--- config.mk ---
export PLATFORM = sky130hd
export DESIGN_NAME = uv_ahb_to_bus
export DESIGN_NICKNAME = d
export VERILOG_FILES = /design/src/rtl/uv_ahb_to_bus.sv
export SDC_FILE = /design/constraint.sdc
export NUM_CORES = 1
export LEC_CHECK = 0
export BUFFER_PORTS_ARGS = -buffer_cell sky130_fd_sc_hd__buf_4
export CAP_MARGIN = 20
export CORE_MARGIN = 2
export CORE_UTILIZATION = 42
export CTS_CLUSTER_SIZE = 25
export DETAILED_ROUTE_END_ITERATION = 8
export GPL_TIMING_DRIVEN = 1
export PLACE_DENSITY = 0.82
export RECOVER_POWER = 50
export SYNTH_ARGS = -nofsm -noshare
export SYNTH_HDL_FRONTEND = slang
export SYNTH_SLANG_ARGS = --single-unit
export TNS_END_PERCENT = 100
--- constraint.sdc ---
create_clock -name clk -period 2.6 [get_ports clk]
set_input_delay 0.52 -clock clk [delete_from_list [all_inputs] [get_ports clk]]
set_output_delay 0.52 -clock clk [all_outputs]
set_load 0.005 [all_outputs]
--- src/rtl/uv_ahb_to_bus.sv ---
// AHB-Lite slave to simple valid/ready request-response bus bridge.
// Single outstanding transaction; bursts are executed as singles.
module uv_ahb_to_bus #(
  parameter int unsigned ALEN = 12,
  parameter int unsigned DLEN = 32,
  parameter int unsigned MLEN = DLEN / 8
) (
  input  logic            clk,
  input  logic            rst_n,
  input  logic            ahb_hsel,
  input  logic [ALEN-1:0] ahb_haddr,
  input  logic [1:0]      ahb_htrans,
  input  logic [2:0]      ahb_hsize,
  input  logic [2:0]      ahb_hburst,
  input  logic [3:0]      ahb_hprot,
  input  logic            ahb_hmastlock,
  input  logic            ahb_hwrite,
  input  logic [DLEN-1:0] ahb_hwdata,
  input  logic            ahb_hready,
  output logic [DLEN-1:0] ahb_hrdata,
  output logic            ahb_hreadyout,
  output logic            ahb_hresp,
  output logic            bus_req_vld,
  input  logic            bus_req_rdy,
  output logic            bus_req_read,
  output logic [ALEN-1:0] bus_req_addr,
  output logic [MLEN-1:0] bus_req_mask,
  output logic [DLEN-1:0] bus_req_data,
  input  logic            bus_rsp_vld,
  output logic            bus_rsp_rdy,
  input  logic [1:0]      bus_rsp_excp,
  input  logic [DLEN-1:0] bus_rsp_data
);

  localparam int unsigned K = $clog2(MLEN);
  localparam logic [2:0] MaxSize = 3'(K);

  typedef enum logic [2:0] {StIdle, StReq, StRsp, StErr1, StErr2} state_e;

  state_e          state_q, state_d;
  logic [ALEN-1:0] addr_q;
  logic            write_q;
  logic [2:0]      size_q;
  logic [DLEN-1:0] wdata_q;
  logic            first_q;

  logic accept, rsp_ok, open, take, illegal;
  logic unused_ok;

  assign unused_ok = ^{ahb_hburst, ahb_hprot, ahb_hmastlock, ahb_htrans[0]};

  assign accept  = ahb_hsel & ahb_hready & ahb_htrans[1];
  assign rsp_ok  = bus_rsp_vld & (bus_rsp_excp == 2'b00);
  // A new address phase can only be taken while the data phase completes.
  assign open    = (state_q == StIdle) | (state_q == StErr2) | ((state_q == StRsp) & rsp_ok);
  assign take    = accept & open;
  assign illegal = ahb_hsize > MaxSize;

  always_ff @(posedge clk or negedge rst_n) begin
    if (!rst_n) state_q <= StIdle;
    else        state_q <= state_d;
  end

  always_comb begin
    state_d = state_q;
    unique case (state_q)
      StIdle:  if (take) state_d = illegal ? StErr1 : StReq;
      StReq:   if (bus_req_rdy) state_d = StRsp;
      StRsp: begin
        if (bus_rsp_vld) begin
          if (bus_rsp_excp != 2'b00) state_d = StErr1;
          else if (take)             state_d = illegal ? StErr1 : StReq;
          else                       state_d = StIdle;
        end
      end
      StErr1:  state_d = StErr2;
      StErr2:  state_d = take ? (illegal ? StErr1 : StReq) : StIdle;
      default: state_d = StIdle;
    endcase
  end

  always_comb begin
    ahb_hreadyout = 1'b1;
    ahb_hresp     = 1'b0;
    ahb_hrdata    = '0;
    bus_req_vld   = 1'b0;
    bus_rsp_rdy   = 1'b0;
    unique case (state_q)
      StIdle: ;
      StReq: begin
        bus_req_vld   = 1'b1;
        ahb_hreadyout = 1'b0;
      end
      StRsp: begin
        bus_rsp_rdy   = 1'b1;
        ahb_hreadyout = rsp_ok;
        if (rsp_ok) ahb_hrdata = bus_rsp_data;
      end
      StErr1: begin
        ahb_hreadyout = 1'b0;
        ahb_hresp     = 1'b1;
      end
      StErr2:  ahb_hresp = 1'b1;
      default: ;
    endcase
  end

  // Write data arrives live in the first REQ cycle; hold a copy for stalls.
  always_ff @(posedge clk or negedge rst_n) begin
    if (!rst_n) begin
      addr_q  <= '0;
      write_q <= 1'b0;
      size_q  <= '0;
      wdata_q <= '0;
      first_q <= 1'b0;
    end else if (take) begin
      addr_q  <= ahb_haddr;
      write_q <= ahb_hwrite;
      size_q  <= ahb_hsize;
      first_q <= 1'b1;
    end else if ((state_q == StReq) && first_q) begin
      wdata_q <= ahb_hwdata;
      first_q <= 1'b0;
    end
  end

  logic [K-1:0] lo;
  assign lo = addr_q[K-1:0];

  always_comb begin
    bus_req_mask = '1;
    unique case (size_q)
      3'd0:    bus_req_mask = MLEN'(1) << lo;
      3'd1:    bus_req_mask = MLEN'(3) << (lo & ~K'(1));
      3'd2:    bus_req_mask = MLEN'(15) << (lo & ~K'(3));
      default: bus_req_mask = '1;
    endcase
  end

  assign bus_req_read = ~write_q;
  assign bus_req_addr = addr_q;
  assign bus_req_data = first_q ? ahb_hwdata : wdata_q;

endmodule

==> results list, run 1 <==
* FF-to-FF path depth: 5
- The largest individual stage delay along the critical path comes from the cell dfrtp_1.
* Mean routed wirelength per cell: around 15 um
- Worst Tran Pin Value: ~1300 ps
- Buffers placed on the I/O ports in this run total around 170.
- Cells fill approximately two thirds of the core in the end.
- Cell count along the critical path: 5
- Arrival time of data at the critical path endpoint: 1840 ps
* Count of standard-cell rows: 29
- Filler Cells Inserted: between 500 and 600
* DP HPWL: 5.29 mm
* Critical path's largest stage delay: 470 ps
- The floorplan step defined a core boundary enclosing approximately 6400 sq um.
- Across the routed clock network, the largest skew measured is about 5.2 ps.
* Final worst-path cycle share: 90.8%
- Die Span X: between 80 and 90 um
- Total buffers and inverters traversed by the critical path: 2
- The worst setup path is of the reg -> out kind.
* Area of the mapped netlist: 2800 sq um
- Summed over all failing endpoints, the final setup total negative slack is 0 ps.
* Number of nets produced by synthesis: 320
* Die height: 85.7 um
- For this run, design rule violations remaining after detail routing come to 0.
- The die covers 7350 sq um.
* Worst relative slew slack: ~15%
- Routability congestion estimate from global placement: about 0.8
- Synthesis produced a netlist whose cell count is ~220.
* Layout overhead on the synthesized area: 52.5%
* CP Cell Sequence: or2_0, nor3_4, buf_4, and2_2, buf_4
- Once the floorplan was initialized, standard cells occupied 43.9% of the core.
- The tightest min-delay check is of the in -> reg type.
* Setup violators final: 0
* Reg2reg setup slack: 410 ps
- Counting instances, the worst hold path has a depth of 2.
* Final antenna diode count: 0
* Count of endpoints failing hold in the final timing report: 0
- Number of instances in the placed design: about 460
- Buffers added to address setup during post-CTS repair amount to 0.
- Drt initial violations: 51
- Total Power: ~4.3 mW
- IR analysis of the VDD net gives a maximum drop of about 0.57 mV.
- Share of post-route cells with drive strength above 1: just under 70%
* CTS Buffer Depth: 2
- STA classifies the critical path startpoint as a register.
* CTS tree: yes
* Number of flip-flops and latches in the synthesized netlist: 52
- During I/O placement, the number of pins put on the boundary was between 150 and 200.
* Clock-pin transition on the worst setup and hold timing paths: 100 ps
- Post-DR vias/cell: 4.95
- H-tree levels: 2
- Entering global routing, the biggest net connects between 50 and 60 pins.
* Sequential share of the synthesized area: a little under half
- Final net count: 490
- Avg Cell Area, Syn: around 13 sq um
- Most frequent cell on the critical path: buf_4
* Total Wirelength: between 6 and 7 mm
- Period minus WS final: between 2000 and 2500 ps
* Global-route usage over all layers: roughly 18%
- Via count: approximately 2300
- Yosys mapped the design onto 34 distinct sky130hd cell types.
* Setup repair after global routing missed its margin: no
* Max capacitance violation total: 0
* Number of search-and-repair iterations in the first detailed-routing pass: 4
- STA puts the critical path data required time at 2080 ps.
- Counting the buffers created by CTS gives 5.
* Highest net fanout along the worst path: 34
* Count of synthesis-stage warnings from yosys: 0
* ANT nets after route: 0
- Timing would allow up to between 400 and 500 MHz.
* Via count of the first global-routing pass: ~2400
- Clock network latency to the later pin of the worst-skew pair: 300 ps
- Family of cells with the greatest summed delay on the critical path: simple AND/OR/NAND/NOR gates
- Max-slew violations: 0
- Global-route wire length before repair: 10.9 mm
- Number of gates given a new drive strength after cts: 0
- Leakage dissipation: 2.12 nW
- CTS root buf: clkbuf_8
* Total global routing overflow: 0
- The worst setup path is captured at an output port.
- Hold buffers post-CTS: 0
- The finished layout holds 470 standard cells, fillers aside.
* Result of the run: completed
* Number of sinks on the clock net: 52
* Power per Cell Area: 994 nW/um^2
- The initial antenna violation count was 0.
## sequential cells by signal, indices dropped and copies added, names as in the netlist
signal,flops
bus_req_addr,12
wdata_q,32
first_q,1
write_q,1
size_q,3
state_q,3
## placed cells by master, fill, tap and decap left out, types with 2 or more instances in the layout
master / instances
mux2_2: 70
clkbuf_8: 5
clkbuf_4: 14
buf_4: 158
nor2_1: 9
bufinv_16: 2
nand2b_1: 3
and2_2: 2
dfrtp_1: 52
a21oi_1: 2
o21ai_0: 7
a21o_1: 2
mux2_4: 9
inv_1: 3
a22o_1: 2
clkbuf_2: 2
and2_1: 30
## power breakdown
group	leakage (nW)	switching [mW]	internal [mW]	total (mW)
registers	0.630	0.230	1.21	1.44
logic	1.42	0.762	1.39	2.15
clock network	0.0687	0.270	0.387	0.657
total	2.12	1.26	2.99	4.25
## cell usage after synthesis
| master | count | area [sq um] |
|---|---|---|
| mux2_2 | 70 | 788 |
| dfrtp_1 | 52 | 1300 |
| and2_1 | 31 | 194 |
| mux2_4 | 9 | 135 |
| nor2_1 | 9 | 33.8 |
| clkbuf_1 | 7 | 26.3 |
| o21ai_0 | 7 | 35.0 |
| buf_4 | 3 | 22.5 |
| inv_1 | 3 | 11.3 |
| nand2b_1 | 3 | 18.8 |
| a21o_1 | 2 | 15.0 |
| a21oi_1 | 2 | 10.0 |
| a22o_1 | 2 | 17.5 |
| and2_2 | 2 | 15.0 |
| a211o_1 | 1 | 8.76 |
| a211oi_1 | 1 | 7.51 |
| a311o_1 | 1 | 10.0 |
| a32o_1 | 1 | 10.0 |
| buf_12 | 1 | 20.0 |
| buf_2 | 1 | 5.00 |
| buf_6 | 1 | 11.3 |
| clkbuf_2 | 1 | 5.00 |
| mux2_1 | 1 | 11.3 |
| nand3_1 | 1 | 5.00 |
| nand4b_1 | 1 | 8.76 |
| nor2b_1 | 1 | 6.26 |
| nor3_4 | 1 | 16.3 |
| nor4_1 | 1 | 6.26 |
| o21ba_1 | 1 | 10.0 |
| o21bai_1 | 1 | 7.51 |
| o31ai_1 | 1 | 7.51 |
| or2_1 | 1 | 6.26 |
| or3_1 | 1 | 6.26 |
| or3b_4 | 1 | 11.3 |
## worst paths after layout
check                             start              end
setup / recovery             state_q[0]   ahb_hrdata[31]
hold / removal             ahb_haddr[3]  bus_req_addr[3]
setup reg to reg             state_q[2]       wdata_q[6]
hold reg to reg              wdata_q[9]       wdata_q[9]
max in group asynchronous         rst_n       state_q[0]
min in group asynchronous         rst_n       wdata_q[9]
## metrics by stage
step | area [sq um] | setup slack, ps | hold slack [ps]
2_1_floorplan | 2800 | 608 | 224
3_3_place_gp | 4150 | 352 | 465
3_5_place_dp | 4150 | 307 | 475
4_1_cts | 4290 | 234 | 253
5_1_grt | 4280 | 104 | 411
6_report | 4280 | 240 | 433
## logic make-up (layout without fill, tap and decap cells)
kind of cell,after synthesis,count (layout),synth area share (%)
AO/OA/AOI/OAI,20,20,4.95
flip-flops,52,52,46.4
buffers and inverters,17,188,3.61
multiplexers,80,80,33.3
AND/OR/NAND/NOR,53,53,11.7
## cell type report
type / instances / area (sq um) / share of cell area, %
well taps: 77 / 96.3 / 2.25
clock inverters: 3 / 68.8 / 1.61
multi-input cells: 153 / 1400 / 32.8
clock buffers: 5 / 68.8 / 1.61
flip-flops and latches: 52 / 1300 / 30.4
repair buffers: 177 / 1330 / 31.1
inverters: 3 / 11.3 / 0.263
## worst register-to-register path: stages (launching register included)
cell,delay [ps]
dfrtp_1,480
nand2b_1,230
nor2_1,170
and2_0,140
clkbuf_2,630
mux2_2,440
## routing by layer
layer | vias to the layer above | routed length, um | global-route usage (%)
met3 | 11 | 682 | 6.06
met1 | 1086 | 2660 | 21.5
li1 | 1114 | - | -
met4 | 0 | 115 | 5.19
met5 | - | 0 | 0
met2 | 116 | 3380 | 32.5
(Power assumes the default switching activity.)
==> run 2: changes to the inputs <==
--- a/config.mk
+++ b/config.mk
@@ -7,12 +7,12 @@
 export LEC_CHECK = 0
 export BUFFER_PORTS_ARGS = -buffer_cell sky130_fd_sc_hd__buf_4
 export CAP_MARGIN = 20
-export CORE_MARGIN = 2
+export CORE_ASPECT_RATIO = 0.9
 export CORE_UTILIZATION = 42
 export CTS_CLUSTER_SIZE = 25
 export DETAILED_ROUTE_END_ITERATION = 8
 export GPL_TIMING_DRIVEN = 1
-export PLACE_DENSITY = 0.82
+export PLACE_DENSITY = 0.8
 export RECOVER_POWER = 50
 export SYNTH_ARGS = -nofsm -noshare
 export SYNTH_HDL_FRONTEND = slang
==> results list, run 2 (same netlist as run 1, synthesis figures left out) <==
* Result of the run: completed
- Highest net fanout along the worst path: 13 (-62%)
- The number of buffers inserted by port buffering came to 173 (unchanged).
- Counting flops per register, the top entry is wdata_q.
- The vertical die dimension came to 79.5 um (-7.2%).
- The clock latency on the worst-skew pair is 300 ps (about the same).
- Leaving out fill and tap cells, the most frequent cells in the layout are buf_4, mux2_2, dfrtp_1, and2_1, clkbuf_4.
- The floorplan die area is 7010 sq um (-4.6%).
- The area taken by multi-input logic gates is 1400 sq um (unchanged).
* Worst setup slack after placement: 274 ps (-33.6 ps)
- The footprint of the flip-flops and latches is 1300 sq um (unchanged).
- The share of layout cells above drive strength 1 is 66.4% (-1.3 points).
- H-tree levels: 2 (unchanged)
- Max capacitance violation total: 0 (unchanged)
- Commonest non-fill, non-tap cell in the layout: buf_4
- The quantity of gates resized following cts is 0 (unchanged).
- The final standard cell utilization of the core was 67.5% (+0.54 points).
- Count of endpoints failing hold in the final timing report: 0 (unchanged)
- The count of fill cells added during filler insertion came to 520 (+1.8%).
* Fin area: 4240 sq um (-0.82%)
- The data arrival time of the critical path was 1910 ps (+70 ps).
- The total placed instance area was 4190 sq um (+0.84%).
- The tree is rooted in a clkbuf_8.
* Buffers inserted by post-CTS timing repair: 0 (unchanged)
- Leakage dissipation: 2.09 nW (-1.3%)
* Die Span X: 88.1 um (+2.8%)
- The worst setup path is captured at an output port.
- CTS Buffer Depth: 2 (unchanged)
* Hold Path Class: in -> reg
* Largest net degree at the start of global routing: 53 (unchanged)
- The violation count after the first detailed-routing iteration is 102 (+100%).
- The clock sink count came to 52 (unchanged).
- Worst Tran Pin Value: 1310 ps (+40.5 ps)
* Worst relative slew slack: 12.4% (-2.7 points)
- The layout net count came to 493 (+0.61%).
- CTS tree: yes
- From synthesis to final layout, the design area changed by 51.3%.
- Mean routed wirelength per cell: 14.5 um (-0.28%)
- Final worst-path cycle share: 93.3% (+2.6 points)
- The initial cell density of the core is 44.6% (+0.72 points).
- The post-detailed-placement half-perimeter wirelength is 5.43 mm (+2.6%).
- Routability congestion estimate from global placement: 0.844 (+2.7%)
- The overflow left after global routing was 0 (unchanged).
- The number of detailed-route iterations in the first pass was 5 (+1).
- Power per Cell Area: 956 nW/um^2 (-3.8%)
- Sum of negative setup slack: 0 ps (unchanged)
- STA classifies the critical path startpoint as a register.
- The count of pins over their slew limit came to 0 (unchanged).
- Setup violators final: 0 (unchanged)
- The worst-case setup margin in the final layout was 174 ps (-66.3 ps).
- Via count of the first global-routing pass: 2332 (-3.4%)
* Global-route wire length before repair: 10.9 mm (+0.13%)
- The worst vdd rail ir drop is 0.489 mV (-14%).
- Period minus WS final: 2430 ps (+66.3 ps)
* Flip-flop count of the largest register after layout: 32 (unchanged)
- Boundary Pins: 183 (unchanged)
- The standard-cell row count was 27 (-6.9%).
* Total Wirelength: 7.00 mm (+2.5%)
- Clock-pin transition on the worst setup and hold timing paths: 100 ps (about the same)
- The setup path with the least slack is of type reg -> out.
* Drt drc: 0 (unchanged)
* Final antenna diode count: 0 (unchanged)
- Max Fclk: 412 MHz (-2.7%)
- The count of antenna-violating nets left after detailed routing came to 0 (unchanged).
- Core Region: 6280 sq um (-1.6%)
* Hold buffers post-CTS: 0 (unchanged)
- Global-route usage over all layers: 20.0% (+1.6 points)
- The clock skew after layout came to 7.28 ps (+2.09 ps).
- The number of CTS-inserted buffers was 5 (unchanged).
- Setup repair after global routing missed its margin: no
- Data required time at the worst endpoint: 2080 ps (about the same)
- Post-DR vias/cell: 4.85 (-2.1%)
* Antenna violations before repair: 0 (unchanged)
- Via count: 2342 (+0.64%)
-- run 2: cell types whose count changed in the layout (fill, tap and decap cells not counted), sizes merged --
cell	delta
bufinv	-2
clkbuf	+7
buf	-4
clkinv	+1
clkinvlp	+1
-- run 2: layer usage --
layer	wire length, um	up-vias	global-route usage (%)	part of all wire, %
li1	-	1121	-	-
met1	2930	1119	23.8	42
met2	3570	100	36.3	51
met3	486	2	5.38	6.9
met4	23	0	3.87	0.33
met5	0	-	0	0
-- run 2: stage by stage --
stage	hold slack (ps)	std cells	total power [mW]
3_3_place_gp	466	475	3.60
6_report	441	483	4.06
5_1_grt	416	483	4.35
2_1_floorplan	224	222	2.62
3_5_place_dp	478	475	3.69
4_1_cts	260	483	4.17
-- run 2: cell type report --
cell class	count	area share [%]
tap	87	2.57
clock buffer	5	1.62
multi-input combinational	153	33.0
sequential	52	30.7
timing repair buffer	180	31.3
inverter	3	0.265
clock inverter	3	0.501
-- run 2: critical path, stage by stage, from the launching register on --
cell	delay, ps
dfrtp_1	470
or2_1	310
nor3_4	340
buf_4	230
and2_1	150
buf_4	110
-- run 2: worst paths after layout --
kind | startpoint | endpoint | slack [ps] | cells after the start
max in group asynchronous | rst_n | bus_req_addr[9] | 1310 | 1
min in group asynchronous | rst_n | wdata_q[11] | 500 | 1
worst max-delay path | state_q[0] | ahb_hrdata[24] | 170 | 5
worst min-delay path | ahb_haddr[0] | bus_req_addr[0] | 440 | 2
worst min register to register | wdata_q[9] | wdata_q[9] | 500 | 1
worst max register to register | state_q[2] | wdata_q[13] | 480 | 5
-- run 2: where the power goes --
group          internal (mW)  total, mW  switching, mW
Clock                  0.192      0.463          0.271
Combinational           1.37       2.14          0.769
Sequential              1.21       1.45          0.244
==> run 3: changes to the inputs <==
--- a/config.mk
+++ b/config.mk
@@ -14,6 +14,7 @@
 export GPL_TIMING_DRIVEN = 1
 export PLACE_DENSITY = 0.8
 export RECOVER_POWER = 50
+export REMOVE_ABC_BUFFERS = 1
 export SYNTH_ARGS = -nofsm -noshare
 export SYNTH_HDL_FRONTEND = slang
 export SYNTH_SLANG_ARGS = --single-unit
==> results list, run 3 (same netlist as run 1, synthesis figures left out) <==
- Drt drc: 0 (unchanged)
- Critical Path Sink: ahb_hreadyout
- Total Wirelength: 7.25 mm (+3.5%)
- Final cell count without fillers: 480 (-0.62%)
* Number of instances in the placed design: 472 (-0.63%)
* Kind of capture point of the worst setup path: output port
- The worst setup path is launched from a register.
- Layout overhead on the synthesized area: 52.5%
* R2r startpoint: state_q[2]
- The largest individual stage delay along the critical path comes from the cell dfrtp_1.
- Starting Density: 44.6% (unchanged)
- Count of standard-cell rows: 27 (unchanged)
* Leakage dissipation: 2.11 nW (+0.89%)
* CTS tree: yes
- The number of CTS-inserted buffers is 5 (unchanged).
* Total buffers and inverters traversed by the critical path: 2 (unchanged)
- Number of cells on the worst hold path: 2 (unchanged)
* Clock network latency to the later pin of the worst-skew pair: 300 ps (about the same)
- The number of detailed-route iterations in the first pass came to 4 (-1).
- Via count: 2338 (-0.17%)
- Clock tree skew after final layout: 6.69 ps (-0.594 ps)
- The flip-flop count of the largest register, all copies and words added was 32 (unchanged).
- Area used by sequential logic in the layout: 1300 sq um (unchanged)
- The clock-pin slew reported for the worst setup and hold paths after clock tree synthesis was 100 ps (about the same).
- Port-buffer cells: 173 (unchanged)
- Grouping stages by cell kind, the critical path spends the most delay in simple AND/OR/NAND/NOR gates.
- Die Span X: 88.1 um (unchanged)
- The critical path depth in cells was 5 (unchanged).
- The data arrival time of the critical path was 1910 ps (about the same).
- Global-route usage over all layers: 20.4% (+0.41 points)
- The setup path with the least slack is of type reg -> out.
* CTS root buf: clkbuf_8
* Hold Path Class: in -> reg
- Post-DR vias/cell: 4.87 (+0.45%)
* Max Fclk: 411 MHz (-0.29%)
* H-tree levels: 2 (unchanged)
* Clock network power share: 13.2% (+1.8 points)
* Total internal power: 2.91 mW (+4.9%)
- The share of layout cells above drive strength 1 came to 67.4% (+1.0 points).
- The register with the most flip-flops in the final layout is wdata_q.
* Commonest non-fill, non-tap cell in the layout: buf_4
- Data required time at the worst endpoint: 2080 ps (about the same)
* Total global routing overflow: 0 (unchanged)
- The count of final setup violators came to 0 (unchanged).
- The post-route cell area came to 4280 sq um (+0.80%).
* Sum of negative setup slack: 0 ps (unchanged)
- Combinational Power Share: 51.8% (-0.9 points)
* Area of the die: 7010 sq um (unchanged)
* Final worst-path cycle share: 93.6% (+0.27 points)
- The final antenna diode count was 0 (unchanged).
* Drt initial violations: 68 (-33%)
- DP HPWL: 5.52 mm (+1.7%)
- The buffer levels on the longest clock path came to 2 (unchanged).
* Worst voltage drop across the vdd grid: 0.554 mV (+13%)
* Number of sinks on the clock net: 52 (unchanged)
* Area used by multi-input combinational logic: 1400 sq um (unchanged)
- First element of the critical path: state_q[2]
- The sequential fraction of design power was 35.0% (-0.9 points).
* Core Region: 6280 sq um (unchanged)
- The count of pins over their slew limit came to 0 (unchanged).
- Placed cell area: 4180 sq um (-0.24%)
- The count of fill cells added during filler insertion was 491 (-5.6%).
- The power spent charging and discharging nets was 1.28 mW (-0.23%).
* Number of gates given a new drive strength after cts: 0 (unchanged)
- The fraction of power spent switching nets came to 30.6% (-1.1 points).
- Walking the worst path, the cells encountered are or2_0, nor3_4, buf_4, or3_1, buf_4.
* Worst Tran Pin Value: 1310 ps (-1.98 ps)
- Final net count: 490 (-0.61%)
- The power density normalized to cell area is 980 nW/um^2 (+2.5%).
- Setup repair after global routing left no endpoint under its margin.
* Commonest cells after routing, fill and taps aside: buf_4, mux2_2, dfrtp_1, and2_1, clkbuf_4
- The minimum hold slack is 441 ps (+0.239 ps).
- Global-route wire length before repair: 11.0 mm (+0.63%)
- Via count of the first global-routing pass: 2295 (-1.6%)
- The routed wirelength normalized by instance count is 15.1 um (+4.1%).
* Max capacitance violation total: 0 (unchanged)
- Worst relative slew slack: 12.6% (+0.13 points)
- Post-Route Utilization: 68.0% (+0.54 points)
* Antenna violations before repair: 0 (unchanged)
- The post-cts hold buffer count came to 0 (unchanged).
- The count of antenna-violating nets left after detailed routing was 0 (unchanged).
* Result of the run: completed
* Boundary Pins: 183 (unchanged)
- Routability congestion estimate from global placement: 0.857 (+1.5%)
- The reg-to-reg setup timing slack is 310 ps (-170 ps).
- The vertical die dimension is 79.5 um (unchanged).
- The post-CTS setup buffer count was 0 (unchanged).
- Highest net fanout along the worst path: 34 (+21)
* Worst R2R End: wdata_q[28]
- Critical path's largest stage delay: 500 ps (+30 ps)
- The largest net degree at the start of global routing was 53 (unchanged).
* FF-to-FF path depth: 5 (unchanged)
* Count of endpoints failing hold in the final timing report: 0 (unchanged)
- Among the stages of the critical path, the cell type that occurs most often is buf_4.
- The shortest period the worst path allows came to 2430 ps (+7.09 ps).
## run 3: power by group through the flow
stage | Sequential (mW) | Clock, mW | Combinational, mW
after detailed placement | 1.48 | 0 | 2.21
final | 1.47 | 0.555 | 2.17
after global routing | 1.52 | 0.616 | 2.34
after floorplan | 1.47 | 0 | 1.11
after global placement | 1.45 | 0 | 2.16
after CTS | 1.47 | 0.579 | 2.22
## run 3: layout make-up
cell class | instances | share of cell area, %
flip-flops and latches | 52 | 30.4
inverters | 3 | 0.263
repair buffers | 177 | 31.4
multi-input cells | 153 | 32.8
clock inverters | 2 | 0.907
well taps | 87 | 2.55
clock buffers | 6 | 1.70
## run 3: how the worst min path moves through the flow
stage                      start         endpoint
detailed placement    wdata_q[9]       wdata_q[9]
global placement      wdata_q[9]       wdata_q[9]
global route        ahb_haddr[2]  bus_req_addr[2]
finish              ahb_haddr[2]  bus_req_addr[2]
CTS                        rst_n      wdata_q[24]
floorplan                  rst_n  bus_req_addr[0]
## run 3: per-stage QoR
stage / total power, mW / setup slack (ps)
floorplan: 2.58 / 59.2
finish: 4.19 / 167
detailed placement: 3.70 / 307
global placement: 3.61 / 337
global route: 4.47 / 45.2
CTS: 4.27 / 225
## run 3: metal layers
| layer | track usage [%] | wire length, um | vias to the layer above |
|---|---|---|---|
| met2 | 34.3 | 3540 | 107 |
| met5 | 0 | 0 | - |
| met1 | 25.5 | 3030 | 1100 |
| li1 | - | - | 1116 |
| met3 | 5.69 | 560 | 15 |
| met4 | 6.13 | 111 | 0 |
